**src/rtl/e1_buf_arb.sv**
```systemverilog
// Round-robin arbiter sharing one single-port RAM between N RX-write/TX-read buffer ports.
// Latency: strobe->RAM op 2 clk, TX strobe->rdy+data 4 clk; strobes while rdy=0 drop and pulse buf_ovf.
module e1_buf_arb #(
   parameter int N   = 2,
   parameter int MFW = 7,
   parameter int BW  = 2,
   localparam int UW = (N > 1) ? $clog2(N) : 1,
   localparam int AW = UW + 1 + BW + 9
) (
   input  logic             clk,
   input  logic             rst,
   input  logic [N*8-1:0]   buf_rx_data,
   input  logic [N*5-1:0]   buf_rx_ts,
   input  logic [N*4-1:0]   buf_rx_frame,
   input  logic [N*MFW-1:0] buf_rx_mf,
   input  logic [N-1:0]     buf_rx_we,
   output logic [N-1:0]     buf_rx_rdy,
   output logic [N*8-1:0]   buf_tx_data,
   input  logic [N*5-1:0]   buf_tx_ts,
   input  logic [N*4-1:0]   buf_tx_frame,
   input  logic [N*MFW-1:0] buf_tx_mf,
   input  logic [N-1:0]     buf_tx_re,
   output logic [N-1:0]     buf_tx_rdy,
   output logic [AW-1:0]    mem_addr,
   output logic [7:0]       mem_wdata,
   output logic             mem_we,
   output logic             mem_re,
   input  logic [7:0]       mem_rdata,
   output logic [N-1:0]     buf_ovf
);

   localparam int RW = UW + 1;
   localparam int R  = 2 * N;

   logic [N-1:0]    pend_rx;
   logic [N-1:0]    pend_tx;
   logic [N-1:0]    busy_tx;
   logic [4:0]      rx_ts  [N];
   logic [3:0]      rx_fr  [N];
   logic [BW-1:0]   rx_mf  [N];
   logic [7:0]      rx_dat [N];
   logic [4:0]      tx_ts  [N];
   logic [3:0]      tx_fr  [N];
   logic [BW-1:0]   tx_mf  [N];

   logic [RW-1:0]   last_grant;
   logic [R-1:0]    pend;
   logic            gnt_vld;
   logic [RW-1:0]   gnt_idx;
   logic [UW-1:0]   gnt_unit;
   logic            gnt_dir;
   logic [AW-1:0]   gnt_addr;

   logic [N-1:0]    rx_cap;
   logic [N-1:0]    tx_cap;
   logic [N-1:0]    rx_ovf;
   logic [N-1:0]    tx_ovf;

   logic [UW-1:0]   iss_unit;
   logic            rd_vld;
   logic [UW-1:0]   rd_unit;
   logic            unused_mf;

   // Ready depends only on state, so there is no strobe-to-ready path.
   assign buf_rx_rdy = ~pend_rx;
   assign buf_tx_rdy = ~pend_tx & ~busy_tx;

   assign rx_cap = buf_rx_we & buf_rx_rdy;
   assign tx_cap = buf_tx_re & buf_tx_rdy;
   assign rx_ovf = buf_rx_we & ~buf_rx_rdy;
   assign tx_ovf = buf_tx_re & ~buf_tx_rdy;

   assign unused_mf = ^{buf_rx_mf, buf_tx_mf};

   always_comb begin
      pend = '0;
      for (int i = 0; i < N; i++) begin
         pend[2*i]   = pend_rx[i];
         pend[2*i+1] = pend_tx[i];
      end
   end

   // Search starts just after the last winner so every requester gets a turn.
   always_comb begin
      gnt_vld = 1'b0;
      gnt_idx = '0;
      for (int k = 1; k <= R; k++) begin
         if (!gnt_vld && pend[(int'(last_grant) + k) % R]) begin
            gnt_vld = 1'b1;
            gnt_idx = RW'((int'(last_grant) + k) % R);
         end
      end
   end

   assign gnt_unit = gnt_idx[RW-1:1];
   assign gnt_dir  = gnt_idx[0];

   always_comb begin
      gnt_addr = '0;
      if (gnt_dir)
         gnt_addr = {gnt_unit, 1'b1, tx_mf[gnt_unit], tx_fr[gnt_unit], tx_ts[gnt_unit]};
      else
         gnt_addr = {gnt_unit, 1'b0, rx_mf[gnt_unit], rx_fr[gnt_unit], rx_ts[gnt_unit]};
   end

   always_ff @(posedge clk or posedge rst) begin
      if (rst) begin
         for (int i = 0; i < N; i++) begin
            rx_ts[i]  <= '0;
            rx_fr[i]  <= '0;
            rx_mf[i]  <= '0;
            rx_dat[i] <= '0;
            tx_ts[i]  <= '0;
            tx_fr[i]  <= '0;
            tx_mf[i]  <= '0;
         end
      end else begin
         for (int i = 0; i < N; i++) begin
            if (rx_cap[i]) begin
               rx_ts[i]  <= buf_rx_ts[5*i +: 5];
               rx_fr[i]  <= buf_rx_frame[4*i +: 4];
               rx_mf[i]  <= buf_rx_mf[MFW*i +: BW];
               rx_dat[i] <= buf_rx_data[8*i +: 8];
            end
            if (tx_cap[i]) begin
               tx_ts[i] <= buf_tx_ts[5*i +: 5];
               tx_fr[i] <= buf_tx_frame[4*i +: 4];
               tx_mf[i] <= buf_tx_mf[MFW*i +: BW];
            end
         end
      end
   end

   // A slot can never be captured and granted in the same cycle: capture needs
   // pend=0, grant needs pend=1. Likewise busy never sets and clears together.
   always_ff @(posedge clk or posedge rst) begin
      if (rst) begin
         pend_rx <= '0;
         pend_tx <= '0;
         busy_tx <= '0;
         buf_ovf <= '0;
      end else begin
         buf_ovf <= rx_ovf | tx_ovf;
         for (int i = 0; i < N; i++) begin
            if (gnt_vld && gnt_idx == RW'(2*i))
               pend_rx[i] <= 1'b0;
            else if (rx_cap[i])
               pend_rx[i] <= 1'b1;

            if (gnt_vld && gnt_idx == RW'(2*i+1)) begin
               pend_tx[i] <= 1'b0;
               busy_tx[i] <= 1'b1;
            end else begin
               if (tx_cap[i])
                  pend_tx[i] <= 1'b1;
               if (rd_vld && rd_unit == UW'(i))
                  busy_tx[i] <= 1'b0;
            end
         end
      end
   end

   always_ff @(posedge clk or posedge rst) begin
      if (rst) begin
         last_grant <= RW'(R - 1);
         mem_addr   <= '0;
         mem_wdata  <= '0;
         mem_we     <= 1'b0;
         mem_re     <= 1'b0;
         iss_unit   <= '0;
      end else begin
         mem_we <= 1'b0;
         mem_re <= 1'b0;
         if (gnt_vld) begin
            last_grant <= gnt_idx;
            mem_addr   <= gnt_addr;
            mem_we     <= ~gnt_dir;
            mem_re     <= gnt_dir;
            iss_unit   <= gnt_unit;
            if (!gnt_dir)
               mem_wdata <= rx_dat[gnt_unit];
         end
      end
   end

   // Second pipeline stage lines up with mem_rdata; reset drops any read in flight.
   always_ff @(posedge clk or posedge rst) begin
      if (rst) begin
         rd_vld      <= 1'b0;
         rd_unit     <= '0;
         buf_tx_data <= '0;
      end else begin
         rd_vld  <= mem_re;
         rd_unit <= iss_unit;
         for (int i = 0; i < N; i++) begin
            if (rd_vld && rd_unit == UW'(i))
               buf_tx_data[8*i +: 8] <= mem_rdata;
         end
      end
   end

endmodule
```
**config.mk**
```make
export PLATFORM = sky130hd
export DESIGN_NAME = e1_buf_arb
export DESIGN_NICKNAME = d
export VERILOG_FILES = /design/src/rtl/e1_buf_arb.sv
export SDC_FILE = /design/constraint.sdc
export NUM_CORES = 1
export LEC_CHECK = 0
export ABC_AREA = 1
export CAP_MARGIN = 20
export CORE_MARGIN = 2
export CORE_UTILIZATION = 30
export DETAILED_ROUTE_END_ITERATION = 12
export PLACE_DENSITY = 0.52
export SYNTH_ARGS = -nofsm -noshare
export SYNTH_HDL_FRONTEND = slang
export SYNTH_SLANG_ARGS = --single-unit
```
**constraint.sdc**
```tcl
create_clock -name clk -period 5.3 [get_ports clk]
set_input_delay 1.325 -clock clk [delete_from_list [all_inputs] [get_ports clk]]
set_output_delay 1.325 -clock clk [all_outputs]
set_load 0.02 [all_outputs]
```
==> results.txt <==
----------------------------------------------------
[Timing]
  Achievable frequency ... 336 MHz
  Portion of the clock cycle consumed by the worst path in the final layout ... 56.2%
  Slew headroom ... 34.5%
  Count of pins over their slew limit ... 0
  Post-layout min period ... 2.98 ns
  Number of hold violations in the final report ... 0
  # setup viols final ... 0
  RSZ-0062 raised after global routing ... false
  Fin Setup TNS ... 0 ns
  Post-route clock skew ... about 0.0085 ns
  Transition time at the pin with the least slew margin ... 0.980 ns
  PnR worst setup slack ... roughly 2.3 ns

[GRT]
  Initial antenna violation count ... 0
  Global-route total usage across every layer ... between 10% and 20%
  Number of global-route vias before repair ... 3840
  First-pass GRT wire length ... 20.1 mm
  Aggregate global routing overflow ... 0
  Maximum number of pins on one net before global-route repair ... 57

[Min path]
  Worst Hold Launch ... mem_re
  Hold Path Cell Cnt ... 0
  Path class of the lowest-slack min-delay path ... flop to flop

[Logic synthesis]
  Fraction of the yosys area taken by sequential cells ... 55.6%
  #FFs+latches synth ... 111
  Mean instance size in the synthesized netlist ... 9.67 um^2
  Portion of synthesized cell area occupied by the leading cell type ... between 50% and 60%
  Post-Synthesis Cells ... 517
  Post-synth cell types ... 30
  Count of warnings emitted by yosys ... 0
  Synthesized area ... 5000 um^2
  Top area cells in the synthesized netlist ... dfrtp_1 (55%), nand2_1 (15%), mux2_2 (12%)
  Area leader, netlist ... dfrtp_1
  Post-Synthesis Net Count ... 611

[Clock network]
  # resized after CTS ... 0
  TritonCTS clock tree ... done
  Hold buffer count at cts ... 0
  Number of sinks driven by the clock tree ... 111
  Clk slew on worst S/H paths ... 0.08 ns
  H-Tree Level Count ... 3
  Inserted Clock Buffers ... 9
  Max Root-Sink Buffers ... 2
  Setup Buffers After CTS ... 0
  Clk Tree Root Cell ... clkbuf_16
  Clock latency at the later pin of the worst-skew pair ... 0.35 ns

[Floorplanning]
  I/O pin count ... approximately 140
  Core region area ... about 16000 um^2
  Starting density of the core ... between 30% and 40%
  Die area ... 17700 um^2
  Chip Height ... 133 um
  Placement row count ... 47
  DIE WIDTH ... 133 um

[Finish]
  Area used by multi-input combinational logic ... 1940 um^2
  Layout overhead on the synthesized area ... 33.2%
  Commonest cells after routing, fill and taps aside ... nand2_1 (194), clkdlybuf4s50_1 (118), dfrtp_1 (109)
  Count of fill cells added during filler insertion ... 1588
  Register cell area after layout ... 2780 um^2
  Count of inserted antenna diode cells ... 0
  Final cell area excluding filler cells ... 6660 um^2
  Most common library cell in the layout ignoring fill and taps ... nand2_1
  Final #Nets ... 720
  Share of cells above drive strength 1 ... 16.8%

[Routing]
  Detailed-route via count ... 3771
  Via-to-Cell Ratio ... 4.43
  DRT Wirelength ... 12.3 mm
  First DRT Iteration DRCs ... 136
  Drt first pass iters ... 4
  Residual DRC ... 0
  Final ANT Viol Nets ... 0
  Wire length per cell ... 14.5 um

[Placement]
  Port Buf Inserts ... 118
  Area after DPL ... 6330 um^2
  Worst slack after detailed placement ... 2.18 ns
  Routability Congestion ... 0.832
  HPWL after detailed placement ... 8.61 mm

[Setup path]
  Critical path class ... flop to primary output
  Crit path largest cell delay ... roughly 0.65 ns
  Crit. End Element ... primary output
  Worst path slowest cell ... clkdlybuf4s50_1
  Worst path cell trace ... nor2_1 > clkdlybuf4s50_1
  Data required time at the worst endpoint ... 3.97 ns
  Launching instance or port of the critical path ... pend_tx[1]
  Launch point of the worst reg-to-reg path ... last_grant[0]
  Max Fanout on Critical Path ... 5
  CP Launch Type ... flop
  Data arrival time of the critical path ... between 1.5 and 2 ns
  Worst reg-to-reg path cell count ... 14

[Job]
  Max Cap Viol ... 0

[Status]
  Result of the run ... finished, final reports clean

[Power]
  Peak ir drop on the vdd network ... 0.402 mV
  PD cells ... between 700 and 800 nW/um^2
  Leakage power ... around 3.1 nW

----------------------------------------------------
## cell type report
class	instances	share of cell area, %
Inverter	32	1.99
Sequential cell	111	41.8
Clock inverter	7	1.58
Multi-Input combinational cell	351	29.1
Tap cell	220	4.13
Timing Repair Buffer	121	18.1
Clock buffer	9	3.38
## logic make-up (layout without fill, tap and decap cells)
| logic type | Yosys count | count (layout) | synth area share (%) |
|---|---|---|---|
| buffers and inverters | 55 | 169 | 5.61 |
| DFF | 111 | 111 | 55.6 |
| and+or+nand+nor | 253 | 253 | 22.0 |
| muxes | 53 | 53 | 11.9 |
| AOI/OAI and AO/OA | 45 | 45 | 4.83 |
## worst paths after layout
kind                                  to  slack [ns]
hold / removal                    rd_vld        0.41
setup reg to reg             mem_addr[6]        2.57
setup / recovery           buf_tx_rdy[1]        2.32
min in group asynchronous     rx_dat[15]        1.45
max in group asynchronous       tx_mf[2]        2.99
hold reg to reg                   rd_vld        0.41
## state kept, by name, indices dropped and copies added (netlist names), 4 cells and up
register	flops
mem_addr	13
tx_ts	10
rx_ts	10
rx_fr	8
buf_tx_data	16
mem_wdata	8
rx_mf	4
tx_mf	4
rx_dat	16
tx_fr	8
## worst max-delay path: cells and delay by family (launching register included)
kind | cells | cell delay [ns]
flops | 1 | 0.44
buf+inv | 1 | 0.65
simple gates | 1 | 0.21
## cells in the mapped netlist, drive strengths merged
cell	instances
a21boi	1
a21oi	11
a22oi	2
buf	17
clkbuf	6
dfrtp	109
dfstp	2
inv	32
mux2	53
nand2	207
nand3	28
nand4	2
nor2	16
o21ai	31
## layer usage
layer / global-route usage (%) / wire length (um)
met1: 20.4 / 5930
met2: 22.5 / 5540
met3: 2.80 / 681
met4: 5.20 / 153
met5: 0 / 0
## power by group
group | switching [W] | internal, W | total, W
clock | 0.000326 | 0.000421 | 0.000748
sequential | 0.000247 | 0.00132 | 0.00156
combinational | 0.00182 | 0.00112 | 0.00293
total | 0.00239 | 0.00286 | 0.00525
## metrics by stage
step                total power (W)  std cells  util [%]  hold WS (ns)
floorplan                   0.00376        517         -         0.375
global placement            0.00450        835      38.6         0.384
detailed placement          0.00456        835      38.6         0.395
CTS                         0.00532        851      40.6         0.412
global route                0.00575        851      40.6         0.423
finish                      0.00525        851      40.6         0.407
Note: power is estimated with default switching activity, not from simulation.
